`src/rtl/data_sram_confreg_if.sv`:
```
// CPU data SRAM port bundle: request (en/we/addr/wdata) from the CPU, 1-cycle-latency rdata back.
// Handshake: no valid/ready pair; a request is accepted on every posedge with en=1, and rdata answers it on the following cycle.
interface data_sram_confreg_if;
  logic        data_sram_en;
  logic [3:0]  data_sram_we;
  logic [31:0] data_sram_addr;
  logic [31:0] data_sram_wdata;
  logic [31:0] data_sram_rdata;

  modport master (
    output data_sram_en, data_sram_we, data_sram_addr, data_sram_wdata,
    input  data_sram_rdata
  );

  modport slave (
    input  data_sram_en, data_sram_we, data_sram_addr, data_sram_wdata,
    output data_sram_rdata
  );
endinterface

```
`src/rtl/data_sram_confreg.sv`:
```
// MMIO config register file on the CPU data SRAM port: CRs, timer, LEDs, switches, numeric display.
// Optional timer compare/interrupt is enabled by defining CONFREG_TIMER_IRQ_EN.
module data_sram_confreg #(
  parameter logic [31:0] ADDR_BASE = 32'hbfaf_0000,
  parameter logic        SIMU      = 1'b1,
  parameter int          SW_W      = 8
) (
  input  logic              clk,
  input  logic              resetn,
  data_sram_confreg_if.slave bus,
  input  logic [SW_W-1:0]   switch,
  output logic [15:0]       led,
  output logic [31:0]       num_data,
  output logic              timer_irq
);

  function automatic logic [31:0] f_merge(input logic [31:0] old_v,
                                          input logic [31:0] new_v,
                                          input logic [3:0]  be);
    logic [31:0] res;
    for (int i = 0; i < 4; i++)
      res[8*i +: 8] = be[i] ? new_v[8*i +: 8] : old_v[8*i +: 8];
    return res;
  endfunction

  logic [31:0]     r_cr [8];
  logic [31:0]     r_timer;
  logic [15:0]     r_led;
  logic [31:0]     r_num;
  logic [SW_W-1:0] r_sw_s1;
  logic [SW_W-1:0] r_sw_s2;
  logic [31:0]     r_rdata;

  logic        w_sel;
  logic        w_wr;
  logic [15:0] w_off;
  logic [15:0] w_word;
  logic        w_is_cr;
  logic [31:0] w_rd_val;
  logic [31:0] w_timer_inc;
  logic [31:0] w_sw_ext;
  logic        w_unused_addr;

  assign w_sel   = bus.data_sram_en && (bus.data_sram_addr[31:16] == ADDR_BASE[31:16]);
  assign w_wr    = w_sel && (bus.data_sram_we != 4'b0000);
  assign w_off   = bus.data_sram_addr[15:0];
  assign w_word  = {w_off[15:2], 2'b00};
  assign w_is_cr = (w_off[15:5] == 11'h400);
  assign w_timer_inc = r_timer + 32'd1;
  assign w_sw_ext    = 32'(r_sw_s2);
  assign w_unused_addr = &{1'b0, bus.data_sram_addr[1:0]};

`ifdef CONFREG_TIMER_IRQ_EN
  logic [31:0] r_tcmp;
  logic        r_irq;
  logic        w_wr_tcmp;

  assign w_wr_tcmp = w_wr && (w_word == 16'he004);

  // Clear beats a coinciding compare hit.
  always_ff @(posedge clk) begin
    if (!resetn) begin
      r_tcmp <= 32'hffff_ffff;
      r_irq  <= 1'b0;
    end else begin
      if (w_wr_tcmp) r_tcmp <= f_merge(r_tcmp, bus.data_sram_wdata, bus.data_sram_we);
      r_irq <= w_wr_tcmp ? 1'b0 : (r_irq || (r_timer == r_tcmp));
    end
  end

  assign timer_irq = r_irq;
`else
  assign timer_irq = 1'b0;
`endif

  always_comb begin
    w_rd_val = 32'h0;
    if (w_is_cr) begin
      w_rd_val = r_cr[w_off[4:2]];
    end else begin
      case (w_word)
        16'he000: w_rd_val = r_timer;
`ifdef CONFREG_TIMER_IRQ_EN
        16'he004: w_rd_val = r_tcmp;
`endif
        16'hf020: w_rd_val = {16'h0, r_led};
        16'hf030: w_rd_val = w_sw_ext;
        16'hf050: w_rd_val = r_num;
        16'hffec: w_rd_val = {31'h0, SIMU};
        default:  w_rd_val = 32'h0;
      endcase
    end
  end

  // Read-first: rdata captures the value present at the request edge.
  always_ff @(posedge clk) begin
    if (!resetn) r_rdata <= 32'h0;
    else if (w_sel) r_rdata <= w_rd_val;
  end

  always_ff @(posedge clk) begin
    if (!resetn) begin
      for (int i = 0; i < 8; i++) r_cr[i] <= 32'h0;
      r_timer <= 32'h0;
      r_led   <= 16'hffff;
      r_num   <= 32'h0;
      r_sw_s1 <= '0;
      r_sw_s2 <= '0;
    end else begin
      r_sw_s1 <= switch;
      r_sw_s2 <= r_sw_s1;
      for (int i = 0; i < 8; i++)
        if (w_wr && w_is_cr && (w_off[4:2] == 3'(i)))
          r_cr[i] <= f_merge(r_cr[i], bus.data_sram_wdata, bus.data_sram_we);
      // Unwritten timer lanes still advance.
      if (w_wr && (w_word == 16'he000))
        r_timer <= f_merge(w_timer_inc, bus.data_sram_wdata, bus.data_sram_we);
      else
        r_timer <= w_timer_inc;
      if (w_wr && (w_word == 16'hf020)) begin
        if (bus.data_sram_we[0]) r_led[7:0]  <= bus.data_sram_wdata[7:0];
        if (bus.data_sram_we[1]) r_led[15:8] <= bus.data_sram_wdata[15:8];
      end
      if (w_wr && (w_word == 16'hf050))
        r_num <= f_merge(r_num, bus.data_sram_wdata, bus.data_sram_we);
    end
  end

  assign bus.data_sram_rdata = r_rdata;
  assign led      = r_led;
  assign num_data = r_num;

endmodule

```
`src/flat_wrapper.sv`:
```
// flat-port wrapper written by rule: the top's interface ports become plain ports
module data_sram_confreg_flat 
#(
  parameter logic [31:0] ADDR_BASE = 32'hbfaf_0000,
  parameter logic        SIMU      = 1'b1,
  parameter int          SW_W      = 8
)
  (clk, resetn, switch, led, num_data, timer_irq, bus_data_sram_en, bus_data_sram_we, bus_data_sram_addr, bus_data_sram_wdata, bus_data_sram_rdata);
  data_sram_confreg_if bus_i ();
  input  logic clk;
  input  logic resetn;
  input  logic [SW_W-1:0] switch;
  output logic [15:0] led;
  output logic [31:0] num_data;
  output logic timer_irq;
  input wire logic [$bits(bus_i.data_sram_en)-1:0] bus_data_sram_en;
  input wire logic [$bits(bus_i.data_sram_we)-1:0] bus_data_sram_we;
  input wire logic [$bits(bus_i.data_sram_addr)-1:0] bus_data_sram_addr;
  input wire logic [$bits(bus_i.data_sram_wdata)-1:0] bus_data_sram_wdata;
  output wire logic [$bits(bus_i.data_sram_rdata)-1:0] bus_data_sram_rdata;
  assign bus_i.data_sram_en = bus_data_sram_en;
  assign bus_i.data_sram_we = bus_data_sram_we;
  assign bus_i.data_sram_addr = bus_data_sram_addr;
  assign bus_i.data_sram_wdata = bus_data_sram_wdata;
  assign bus_data_sram_rdata = bus_i.data_sram_rdata;
  data_sram_confreg #(.ADDR_BASE(ADDR_BASE), .SIMU(SIMU), .SW_W(SW_W)) u_core (.clk(clk), .resetn(resetn), .bus(bus_i), .switch(switch), .led(led), .num_data(num_data), .timer_irq(timer_irq));
endmodule
```
`config.mk`:
```
export PLATFORM = sky130hd
export DESIGN_NAME = data_sram_confreg_flat
export DESIGN_NICKNAME = d
export VERILOG_FILES = /design/src/rtl/data_sram_confreg_if.sv /design/src/rtl/data_sram_confreg.sv /design/src/flat_wrapper.sv
export SDC_FILE = /design/constraint.sdc
export NUM_CORES = 1
export LEC_CHECK = 0
export ABC_AREA = 1
export BUFFER_PORTS_ARGS = -buffer_cell sky130_fd_sc_hd__buf_2
export CORE_AREA = 2 2 213 163
export DETAILED_ROUTE_END_ITERATION = 10
export DIE_AREA = 0 0 215 165
export PLACE_DENSITY = 0.74
export REMOVE_ABC_BUFFERS = 1
export SETUP_SLACK_MARGIN = 0.4
export SLEW_MARGIN = 10
export SYNTH_ARGS = -nofsm -noshare
export SYNTH_HDL_FRONTEND = slang
export SYNTH_SLANG_ARGS = --single-unit
```
`constraint.sdc`:
```
create_clock -name clk -period 2.7 [get_ports clk]
set_input_delay 0.135 -clock clk [delete_from_list [all_inputs] [get_ports clk]]
set_output_delay 0.135 -clock clk [all_outputs]
set_load 0.05 [all_outputs]
```
### Word level (Yosys, flattened, before mapping)

Memories as Yosys holds them, arrays and structs flattened.
Cells that the tools add are included.

| word-level totals | value |
|---|---|
| output and inout bits | 81 |
| memory bits (read-only) | 0 |
| RAM bits | 256 |
| bits in latches | 0 |
| memories | 1 |
| input bits | 79 |
| register bits | 128 |
| word-level logic and storage cells | 240 |

| cells by class | value |
|---|---|
| reductions and logical operators | 54 |
| bitwise operators | 32 |
| equality and inequality tests | 46 |
| div/mod/pow operators | 0 |
| $lt $le $gt $ge | 0 |
| shift operators | 0 |
| multiply operators | 0 |
| add/sub/neg operators | 1 |
| muxes and demuxes | 96 |

Memory list:

| memory | words | width | read ports | clocked after memory_dff | write ports | line | source |
|---|---|---|---|---|---|---|---|
| u_core.r_cr | 8 | 32 | 1 | 0 | 8 | data_sram_confreg.sv:26 | `logic [31:0] r_cr [8];` |

Operators with widths:

| operator | count |
|---|---|
| 8-bit two-way mux | 68 |
| 32-bit case mux with 5 select lines | 1 |
| 2-bit AND reduction | 38 |
| 14-bit equality test (second input constant) | 5 |
| 32-bit two-way mux | 2 |
| 32-bit by 1-bit adder with 32-bit output (second input constant) | 1 |
| 1-bit inequality test (second input constant) | 32 |
| 1-bit bitwise OR | 32 |
| 1-bit two-way mux | 25 |
| 16-bit equality test (second input constant) | 1 |
| 1-bit logical AND | 14 |
| 3-bit equality test (second input constant) | 4 |
| 11-bit equality test (second input constant) | 1 |
| 3-bit by 2-bit equality test with 1-bit output (second input constant) | 2 |
| 4-bit nonzero test | 1 |
| 3-bit by 1-bit equality test with 1-bit output (second input constant) | 1 |
| 3-bit zero test | 1 |

### Logic depth before layout (Yosys ltp)

Gate-level depths: netlist of run 1.

| logic depth | value |
|---|---|
| depth in word-level cells | 10 |
| depth in mapped cells | 13 |
| depth with buffers taken out | 12 |

### Worst setup path before layout of run 1

Ideal clock, no wire load.

| path | value |
|---|---|
| path type | in2reg |
| from | input bus_data_sram_addr[17] |
| to | memory u_core.r_cr[4][0] (enable) |
| cell stages on the path | 8 |
| path slack | 792 ps |
| data arrival time | 1579 ps |
| cell sequence | nand2_1 > nand3b_1 > nor2_4 > nand2_1 > nor2_2 > buf_6 > nand4_4 > nand2_1 |

RTL lines:

| what | line | source |
|---|---|---|
| start: declaration | flat_wrapper.sv:18 | `input wire logic [$bits(bus_i.data_sram_addr)-1:0] bus_data_sram_addr;` |
| end: declaration | data_sram_confreg.sv:26 |  |

### Worst setup path after layout of run 1

| path | value |
|---|---|
| from | register u_core.r_timer[0] |
| to | register u_core.r_timer[28] |

| between the ends | value |
|---|---|
| cells in the longest elaborated chain, start to end | 3 |

RTL lines:

| what | line | source |
|---|---|---|
| start: declaration | data_sram_confreg.sv:27 | `logic [31:0] r_timer;` |
| start signal: assignment | data_sram_confreg.sv:117 | `r_timer <= f_merge(w_timer_inc, bus.data_sram_wdata, bus.data_sram_we);` |
| start signal: assignment | data_sram_confreg.sv:119 | `r_timer <= w_timer_inc;` |
| 32-bit by 1-bit adder with 32-bit output * | data_sram_confreg.sv:49 | `assign w_timer_inc = r_timer + 32'd1;` |
| 8-bit two-way mux | data_sram_confreg.sv:22 | `res[8*i +: 8] = be[i] ? new_v[8*i +: 8] : old_v[8*i +: 8];` |
| 32-bit two-way mux * | data_sram_confreg.sv:116 | `if (w_wr && (w_word == 16'he000))` |

Every way passes the cells marked *; elsewhere a longest branch is shown, timed or not.
A chain may end at the register's enable or synchronous reset.

==> key figures, run 1 <==
Synthesis
  • Complex-gate fraction of the synthesized area: 0.02807
  • Yosys reg bits: 384
  • Mux cell area share after synthesis: 0
  • Dominant cells by area after synthesis: edfxtp_1 (42%), dfxtp_1 (14%), nand2_1 (13%)
  • Sequential area share after synthesis: 0.5636
  • Post-Synth Simple-Gate Area: 0.3261
  • Netlist cell types: 30
  • Synthesized cell area: about 0.018 mm2
  • Post-synthesis xor/xnor area fraction: 0.006261
  • Cell taking the most area after synthesis: edfxtp_1
  • Synth top area share: 0.4227
  • YS warnings: 0
  • Synthesized-area fraction occupied by adder cells: 0.0006880
  • Syn avg cell area: a little over 8 um2
  • Mapped Cells: 2,210
  • Largest family of logic cells by synthesized area: simple AND/OR/NAND/NOR gates

Run status
  • Status: complete, no violations

Pwr
  • Peak VDD IR: 0.4186 mV
  • Power per cell area: 605.3 mW/mm2
  • PnR Total Power: around 13 mW
  • Leakage Power: 9.429 nW

Placement
  • Port Buffers: 156
  • GP Congestion: 0.9264
  • Post-DP Area: 0.01951 mm2
  • Post-DP HPWL: 35,770 um

Cells and area
  • Sequential cell area: 0.01025 mm2
  • Area of all placed cells without fillers: 0.02121 mm2
  • Layout Nets: 2,475
  • Synthesis-to-finish area growth: 16.61%
  • Most frequent cells in the layout: nand2_1 (641), nor2_1 (462), edfxtp_1 (256)
  • Share of layout cells above drive strength 1: 0.1200
  • Fill count: 2,893
  • Antenna diodes: 0
  • Most common cell after layout, fill and taps aside: nand2_1
  • Area of the multi-input gates: roughly 0.0066 mm2

Critical path
  • Worst path most repeated cell: nand2_1
  • Startpoint Class: flop
  • Crit-path cells: ha_2 -> nand2_1 -> nor2_1 -> buf_4 -> inv_1 -> nor2_1 -> nand2_1 -> nand2_1 -> nand2_1 -> inv_1 -> nand2_1 -> nand2_1 -> inv_1
  • Critical path required time: 3.13 ns
  • Arrival time at the worst endpoint: 2.57 ns
  • CP Capture Type: flop
  • CP Max Fanout: 7
  • Crit Path Class: reg -> reg
  • Max incr delay on CP: 0.52 ns
  • CP max stage cell: dfxtp_1

Timing
  • Final period util: 0.7939
  • Final Hold Viols: 0
  • Final Setup Violations: 0
  • Tmin final: ~2.1 ns
  • Fmax achieved: about 0.47 GHz
  • RSZ-0062 raised after global routing: no
  • Final Slew Violations: 0
  • Clock Skews: 0.01382 ns
  • Slew Limit Headroom: 0.4892
  • WHS: roughly 0.16 ns
  • Worst slew pin tran: 0.7643 ns

Worst hold path
  • Hold crit path type: in -> reg

Clock network
  • Setup bufs post-CTS: 0
  • Clk root buf: clkbuf_16
  • CTS Buffer Depth: 3
  • Clock transition at the registers of the reported paths: 0.06 ns
  • CTS tree: built
  • # clock sinks: 384
  • CTS Buf Count: 38
  • Skew-Pair Late Insertion Delay: 0.54 ns
  • CTS H-tree lvls: 2

Routing
  • Post-route antenna net violation count: 0
  • DR DRC count: 0
  • 1st-iter DRT viols: 2,019
  • Vias post-DR: 15,750
  • WL/cell: 18.26 um
  • Pre-antenna DRT Iters: 6
  • Detailed Route WL: 52,490 um
  • Routed vias/inst: between 5 and 6

Global route
  • First-pass GRT wire length: 81,350 um
  • Grt ovf: 0
  • Vias in the first global route: 15,070
  • GRT Total Usage: 0.2979
  • Pin count of the biggest net entering global routing: 69
  • Initial antenna violation count: 0

Floorplanning
  • Die Ht: 165 um
  • Die width: 215 um
  • Num rows: 58
  • Die area: 0.03548 mm2
  • IO Count: between 150 and 200
  • Starting density of the core: 0.5471
  • Placeable Area: roughly 0.033 mm2

Flow run
  • Max-Cap Viols: 0
-- per-stage QoR --
step | worst slack, ns | util | instances | TNS [ns]
finish | 0.5566 | 0.6380 | 2874 | 0
global route | 0.4037 | 0.6380 | 2874 | 0
CTS | 0.5128 | 0.6379 | 2874 | 0
detailed placement | 0.3535 | 0.5870 | 2764 | 0
global placement | 0.3982 | 0.5870 | 2764 | 0
floorplan | -2.715 | - | 2121 | -560.58
-- power by group --
| part | total, mW | switching, mW | internal, mW | leakage [nW] |
|---|---|---|---|---|
| clock | 5.44 | 2.24 | 3.20 | 0.640 |
| sequential | 6.57 | 0.0713 | 6.50 | 3.47 |
| combinational | 0.821 | 0.599 | 0.222 | 5.31 |
| total | 12.8 | 2.91 | 9.92 | 9.43 |
-- cell type report --
type / instances / area share
multi-input combinational: 1480 / 0.3114
sequential: 384 / 0.4834
tap: 450 / 0.02655
clock inverter: 16 / 0.007376
clock buffer: 53 / 0.05293
timing repair buffer: 234 / 0.07293
inverter: 257 / 0.04549
-- repair_timing --
action | 4_1_cts | 5_1_grt
endpoints found under the hold margin | 122 | 0
hold buffers | 41 | 0
endpoints found under the setup margin | 0 | 4
gates resized for setup | 0 | 2
-- routing by layer --
metal | vias to the layer above | part of all wire | global-route usage
met5 | - | 0 | 0
met4 | 0 | 0.019 | 0.07837
met3 | 77 | 0.12 | 0.06335
met2 | 869 | 0.44 | 0.4673
met1 | 7355 | 0.43 | 0.4230
li1 | 7449 | - | -
-- state kept, by name, summed over array words and instances, names as in the netlist --
signal and count:
u_core.r_sw_s1 8, u_core.r_sw_s2 8, u_core.r_timer 32, u_core.num_data 32, u_core.led 16, u_core.r_cr 256, u_core.bus.data_sram_rdata 32
-- kinds of logic after synthesis --
kind of cell / Yosys count
and+or+nand+nor: 1363
DFF: 384
buffers and inverters: 346
AOI/OAI and AO/OA: 102
xor gates and xnor gates: 13
adders and majority gates: 1
other: 1
-- final timing paths --
| check | start | endpoint | slack [ns] | cells past startpoint |
|---|---|---|---|---|
| worst max-delay path | u_core.r_timer[0] | u_core.r_timer[28] | 0.56 | 13 |
| worst min-delay path | bus_data_sram_we[0] | u_core.r_timer[2] | 0.16 | 4 |
| worst max register to register | u_core.r_timer[0] | u_core.r_timer[28] | 0.56 | 13 |
| worst min register to register | u_core.r_sw_s1[0] | u_core.r_sw_s2[0] | 0.41 | 2 |
-- worst max-delay path, delay by kind of cell (launching register included) --
kind,cells,cell delay [ns]
and+or+nand+nor,8,0.91
DFF,1,0.52
buffers and inverters,4,0.28
adders and majority gates,1,0.31
-- synthesized netlist by cell type --
cell type / number
nand4_4: 20
nor3_1: 2
nor2_2: 3
a21oi_1: 67
conb_1: 1
nor2_1: 466
clkinv_1: 3
nand3_2: 3
inv_1: 252
ha_1: 1
buf_2: 20
nor3_4: 1
nor2_4: 1
nand4_1: 75
clkbuf_1: 48
o21ai_0: 32
nand2_1: 641
xnor2_1: 5
dfxtp_1: 128
or2_2: 2
nand3b_1: 13
buf_6: 3
nor3b_1: 1
edfxtp_1: 256
buf_1: 13
o21ai_1: 3
inv_2: 2
buf_4: 5
xor2_1: 8
nand3_1: 135
Power figures use the tool's default switching activity.
==> run 2, diff against run 1 <==
--- a/config.mk
+++ b/config.mk
@@ -5,12 +5,12 @@
 export SDC_FILE = /design/constraint.sdc
 export NUM_CORES = 1
 export LEC_CHECK = 0
-export ABC_AREA = 1
+export ABC_AREA = 0
 export BUFFER_PORTS_ARGS = -buffer_cell sky130_fd_sc_hd__buf_2
-export CORE_AREA = 2 2 213 163
+export CORE_AREA = 2 2 209 159
 export DETAILED_ROUTE_END_ITERATION = 10
-export DIE_AREA = 0 0 215 165
-export PLACE_DENSITY = 0.74
+export DIE_AREA = 0 0 211 161
+export PLACE_DENSITY = 0.76
 export REMOVE_ABC_BUFFERS = 1
 export SETUP_SLACK_MARGIN = 0.4
 export SLEW_MARGIN = 10
==> constraint.sdc (replaced) <==
create_clock -name clk -period 1.9 [get_ports clk]
set_input_delay 0.095 -clock clk [delete_from_list [all_inputs] [get_ports clk]]
set_output_delay 0.095 -clock clk [all_outputs]
set_load 0.05 [all_outputs]
==> key figures, run 2 <==
Run status
  • Status: complete, no violations

Clock network
  • CTS tree: built
  • Clock transition at the registers of the reported paths: about 0.070 ns
  • # clock sinks: 384
  • Skew-Pair Late Insertion Delay: 0.54 ns
  • CTS H-tree lvls: 2
  • Clk root buf: clkbuf_16
  • CTS Buf Count: 37
  • CTS Buffer Depth: 3

Cells and area
  • Max reg flops: 256
  • Most frequent cells in the layout: edfxtp_1 (256), and2_1 (190), buf_2 (151)
  • Area of the multi-input gates: 0.007311 mm2
  • Layout Nets: 1,784
  • Sequential cell area: 0.01028 mm2
  • Share of layout cells above drive strength 1: 0.3857
  • Finished Core Util: 0.7117
  • Most common cell after layout, fill and taps aside: edfxtp_1
  • Fill count: 2,024
  • Biggest register: u_core.r_cr
  • Area of all placed cells without fillers: 0.02279 mm2
  • Synthesis-to-finish area growth: 33.56%
  • Antenna diodes: 0

Timing
  • RSZ-0062 raised after global routing: yes
  • Final Hold Viols: 0
  • Worst slew pin tran: 0.6346 ns
  • Tmin final: 1.814 ns
  • Clock Skews: 0.02419 ns
  • Slew Limit Headroom: 0.5770
  • Final Slew Violations: 0
  • Final Setup Violations: 0
  • Final period util: 0.9548
  • Sum Neg Setup Slack: 0 ns
  • Fmax achieved: 0.5512 GHz

Synthesis
  • Mapped Cells: roughly 1,300
  • Cell taking the most area after synthesis: edfxtp_1
  • Netlist cell types: 47
  • Synthesized cell area: 0.01706 mm2
  • Syn avg cell area: roughly 13 um2
  • Synth top area share: 0.4505
  • Top post-synthesis cells by count: edfxtp_1 (256), and2_1 (209), dfxtp_1 (128)
  • YS warnings: 0
  • Number of flops mapped to enable cells by yosys: 256
  • Dominant cells by area after synthesis: edfxtp_1 (45%), dfxtp_1 (15%), mux4_2 (8.4%)
  • Yosys reg bits: 384
  • Ys async rst share: 0
  • Sequential area share after synthesis: 0.6007
  • Synth Flop Type: edfxtp_1
  • Most common cell in the netlist: edfxtp_1

Critical path
  • Arrival time at the worst endpoint: approximately 2.1 ns
  • Crit-path cells: buf_6 -> nand4b_1 -> buf_4 -> nor4_4 -> buf_4 -> nand3b_1 -> buf_6 -> nor4_2 -> nand2b_1 -> buf_12
  • CP max stage cell: nor4_2
  • CP Max Fanout: 12
  • Startpoint Class: input pin
  • Critical path buffers and inverters: 5
  • Delay-heaviest family, CP: simple AND/OR/NAND/NOR gates
  • Crit Path Class: in -> reg
  • Critical path required time: 2.15 ns
  • CP Capture Type: flop
  • Max incr delay on CP: between 0.3 and 0.4 ns

Routing
  • Pre-antenna DRT Iters: 6
  • Routed vias/inst: 6.216
  • 1st-iter DRT viols: 1,728
  • DR DRC count: 0
  • Detailed Route WL: 51,960 um
  • Post-route antenna net violation count: 0
  • Vias post-DR: 13,330
  • WL/cell: between 20 and 25 um

Global route
  • Initial antenna violation count: 0
  • Grt peak-use layer: met2
  • Grt met2 use: 0.4475
  • Met3 Usage GRT: 0.08244
  • First-pass GRT wire length: 74,260 um
  • Met1 usage: 0.4095
  • GRT Total Usage: 0.2918
  • Grt ovf: 0
  • Pin count of the biggest net entering global routing: about 110
  • Vias in the first global route: 12,710

Placement
  • Port Buffers: 156
  • Post-DP Area: 0.01973 mm2
  • Post-DP HPWL: 33,700 um
  • GP Congestion: ~0.9

Floorplanning
  • Die Ht: approximately 160 um
  • IO Count: 160
  • Die area: 0.03397 mm2
  • Die width: 211 um
  • Placeable Area: between 0.03 and 0.04 mm2
  • Starting density of the core: 0.5329
  • Num rows: between 50 and 60

Pwr
  • Leakage Power: 9.176 nW
  • Peak VDD IR: 0.5197 mV
  • Power per cell area: just over 800 mW/mm2

Flow run
  • Max-Cap Viols: 0

Worst hold path
  • Hold crit path type: in -> reg
## run 2: worst reg2reg max path, stage by stage, from the launching register on
cell and delay, ns:
dfxtp_4 0.36, ha_4 0.14, nand4_1 0.22, nor4_2 0.30, buf_4 0.24, and3b_1 0.19, xnor2_1 0.13, a21oi_1 0.10
## run 2: kinds of logic (layout without fill, tap and decap cells)
group | count (synthesis) | in the layout | share of synthesized area
AND/OR/NAND/NOR | 480 | 480 | 0.1676
flip-flops | 384 | 384 | 0.6007
AO/OA/AOI/OAI | 210 | 210 | 0.07501
multiplexers | 113 | 113 | 0.1155
buffers and inverters | 111 | 513 | 0.02486
XOR/XNOR | 30 | 30 | 0.01540
adder cells (fa/ha/maj) | 1 | 1 | 0.0007331
other | 1 | 1 | 0.0002198
## run 2: path summary, 6_finish.rpt
kind | start | endpoint | slack (ns) | depth (start not counted)
max | bus_data_sram_addr[22] | u_core.r_cr[0][11] | 0.09 | 10
min | resetn | u_core.led[4] | 0.18 | 4
max reg2reg | u_core.r_timer[1] | u_core.r_timer[28] | 0.11 | 7
min reg2reg | u_core.r_sw_s1[3] | u_core.r_sw_s2[3] | 0.43 | 1
## run 2: layer usage
metal | up-vias | wire (um)
met1 | 6616 | 20820
met4 | 0 | 1385
met2 | 831 | 24030
met3 | 106 | 5724
met5 | - | 0
li1 | 5780 | -
## run 2: power by group
part | internal [mW] | total, mW | switching [mW]
logic | 0.725 | 1.51 | 0.785
clock network | 4.28 | 7.50 | 3.23
registers | 9.23 | 9.35 | 0.120
total | 14.2 | 18.4 | 4.13
## run 2: area by class of cell
class / count / area share
clock buffers: 49 / 0.04392
clock inverters: 18 / 0.008729
inverters: 33 / 0.005435
multi-input cells: 835 / 0.3208
flip-flops and latches: 384 / 0.4510
well taps: 413 / 0.02267
repair buffers: 413 / 0.1475
## run 2: timing repair
| item | in CTS | in global routing |
|---|---|---|
| hold buffers | 40 | 0 |
| gates cloned | 1 | 1 |
| pin swaps | 37 | 52 |
| resized for setup | 144 | 148 |
| setup endpoints to repair | 426 | 538 |
| buffers inserted | 11 | 18 |
| endpoints found under the hold margin | 215 | 0 |
## run 2: metrics by stage
stage / worst slack, ns / instances / power, mW / hold slack, ns
4_1_cts: 0.1915 / 2126 / 18.27 / 0.1437
5_1_grt: -0.02095 / 2145 / 18.79 / 0.1996
3_3_place_gp: -0.4434 / 2007 / 10.72 / 0.3021
2_1_floorplan: -1.052 / 1252 / 10.01 / 0.1569
6_report: 0.08585 / 2145 / 18.37 / 0.1850
3_5_place_dp: -0.5341 / 2007 / 10.76 / 0.3043
==> run 3, diff against run 2 <==
--- a/config.mk
+++ b/config.mk
@@ -6,11 +6,11 @@
 export NUM_CORES = 1
 export LEC_CHECK = 0
 export ABC_AREA = 0
-export BUFFER_PORTS_ARGS = -buffer_cell sky130_fd_sc_hd__buf_2
-export CORE_AREA = 2 2 209 159
+export CORE_AREA = 2 2 207 158
 export DETAILED_ROUTE_END_ITERATION = 10
-export DIE_AREA = 0 0 211 161
-export PLACE_DENSITY = 0.76
+export DIE_AREA = 0 0 209 160
+export DONT_BUFFER_PORTS = 1
+export PLACE_DENSITY = 0.73
 export REMOVE_ABC_BUFFERS = 1
 export SETUP_SLACK_MARGIN = 0.4
 export SLEW_MARGIN = 10
==> key figures, run 3 (same netlist as run 2, synthesis figures left out) <==
Routing
  • DR DRC count: 0
  • 1st-iter DRT viols: 1,867
  • WL/cell: 25.51 um
  • Post-route antenna net violation count: 0
  • Pre-antenna DRT Iters: 7
  • Routed vias/inst: 6.296
  • Detailed Route WL: 52,450 um
  • Vias post-DR: roughly 13,000

Timing
  • Worst Slack Setup Final: 0.1914 ns
  • WHS: -0.2588 ns
  • Clock Skews: ~0.016 ns
  • Final Setup Violations: 0
  • Worst slew pin tran: 0.6110 ns
  • Tmin final: 1.709 ns
  • Fmax achieved: 0.5853 GHz
  • Final period util: 0.8993
  • Final Hold Viols: 78
  • RSZ-0062 raised after global routing: yes
  • Slew Limit Headroom: 0.5927
  • Final Slew Violations: 0

Critical path
  • Reg2reg start: u_core.r_cr[0][4]
  • Crit-path cells: mux4_2 -> mux2_2 -> a221oi_4 -> a21oi_1
  • Worst R2R End: u_core.bus.data_sram_rdata[4]
  • CP Capture Type: flop
  • Reg2Reg Depth: 4
  • Critical path required time: 2.32 ns
  • Arrival time at the worst endpoint: about 2.1 ns
  • CP Max Fanout: 1
  • Startpoint Class: flop
  • Crit Path Class: reg -> reg
  • CP max stage cell: mux4_2
  • Max incr delay on CP: 0.49 ns
  • Setup slack, reg-to-reg: 0.19 ns

Cells and area
  • Max reg flops: roughly 260
  • Share of layout cells above drive strength 1: 0.3061
  • Most frequent cells in the layout: edfxtp_1 (256), and2_1 (205), buf_4 (168)
  • Fill count: between 2,000 and 2,500
  • Area of the multi-input gates: between 0.007 and 0.008 mm2
  • Synthesis-to-finish area growth: 31.84%
  • Area of all placed cells without fillers: 0.02250 mm2
  • Most common cell after layout, fill and taps aside: edfxtp_1
  • Biggest register: u_core.r_cr
  • Layout Nets: between 1,500 and 2,000
  • Sequential cell area: 0.01027 mm2
  • Finished Core Util: 0.7089

Floorplanning
  • Die width: 209 um
  • IO Count: 160
  • Die area: ~0.033 mm2
  • Num rows: 57
  • Die Ht: 160 um
  • Placeable Area: 0.03174 mm2
  • Starting density of the core: 0.5377

Global route
  • Grt ovf: 0
  • Initial antenna violation count: 7
  • GRT Total Usage: 0.3044
  • First-pass GRT wire length: around 77,000 um
  • Pin count of the biggest net entering global routing: 194
  • Vias in the first global route: 12,860

Clock network
  • CTS Buffer Depth: 3
  • Clock transition at the registers of the reported paths: 0.06 ns
  • CTS tree: built
  • Clk root buf: clkbuf_16
  • Hold Buf Count CTS: 92
  • CTS Buf Count: 38
  • # clock sinks: 384
  • Skew-Pair Late Insertion Delay: 0.54 ns
  • CTS H-tree lvls: 2

Run status
  • Failing checks: hold timing
  • Status: finished, violations left

Placement
  • Post-DP HPWL: 32,420 um
  • Post-DP Area: 0.01904 mm2
  • Dpl ws: -0.4441 ns
  • GP Congestion: 0.8728
  • Port Buffers: 0

Worst hold path
  • Worst Hold Depth: 2
  • Hold endpoint: u_core.bus.data_sram_rdata[22]
  • Min-delay src: resetn
  • Hold crit path type: in -> reg

Pwr
  • Peak VDD IR: 0.5844 mV
  • Power per cell area: 830.7 mW/mm2
  • Leakage Power: between 8 and 9 nW

Flow run
  • Max-Cap Viols: 0
run 3: final cells by class:
cell class              instances  share of cell area
well taps                     413             0.02297
repair buffers                318              0.1352
clock buffers                  62             0.05884
inverters                      33            0.005506
clock inverters                 8            0.002836
flip-flops and latches        384              0.4567
multi-input cells             835              0.3176
diodes                          3           0.0003337
run 3: repair_timing:
action,in CTS,in global routing
setup endpoints to repair,217,377
cloned,0,2
pin swaps,30,56
hold endpoints to repair,568,213
setup buffers,9,17
resized for setup,66,130
run 3: stage by stage:
stage	cells	hold WS [ns]	TNS, ns	power [mW]
CTS	2034	-0.3568	0	18.61
floorplan	1252	0.1569	-386.66	10.01
global placement	1863	0.1918	-61.75	10.31
global route	2056	-0.2928	0	19.11
detailed placement	1863	0.1980	-74.86	10.34
finish	2056	-0.2588	0	18.69
run 3: critical path: cells and delay by family, from the launching register on:
| family | cells | cell delay (ns) |
|---|---|---|
| flops | 1 | 0.40 |
| mux | 2 | 0.80 |
| compound gates | 2 | 0.39 |
run 3: power by group:
group / internal (mW) / switching (mW)
combinational: 0.634 / 0.532
sequential: 9.23 / 0.124
clock: 4.91 / 3.25
total: 14.8 / 3.91
run 3: worst max path at each step:
stage	from	endpoint	slack, ns
4_1_cts	u_core.r_cr[0][4]	u_core.bus.data_sram_rdata[4]	0.19
3_3_place_gp	bus_data_sram_addr[8]	u_core.led[4]	-0.44
2_1_floorplan	bus_data_sram_addr[8]	u_core.r_cr[2][24]	-1.05
6_report	u_core.r_cr[0][4]	u_core.bus.data_sram_rdata[4]	0.19
5_1_grt	u_core.r_timer[1]	u_core.r_timer[22]	0.14
3_5_place_dp	bus_data_sram_addr[8]	u_core.led[3]	-0.44
run 3: per-layer routing:
layer,vias up,part of all wire,GRT usage
li1,5576,-,-
met3,162,0.12,0.09794
met1,6395,0.39,0.4103
met5,-,0.00099,0
met2,804,0.46,0.4685
met4,8,0.037,0.1045
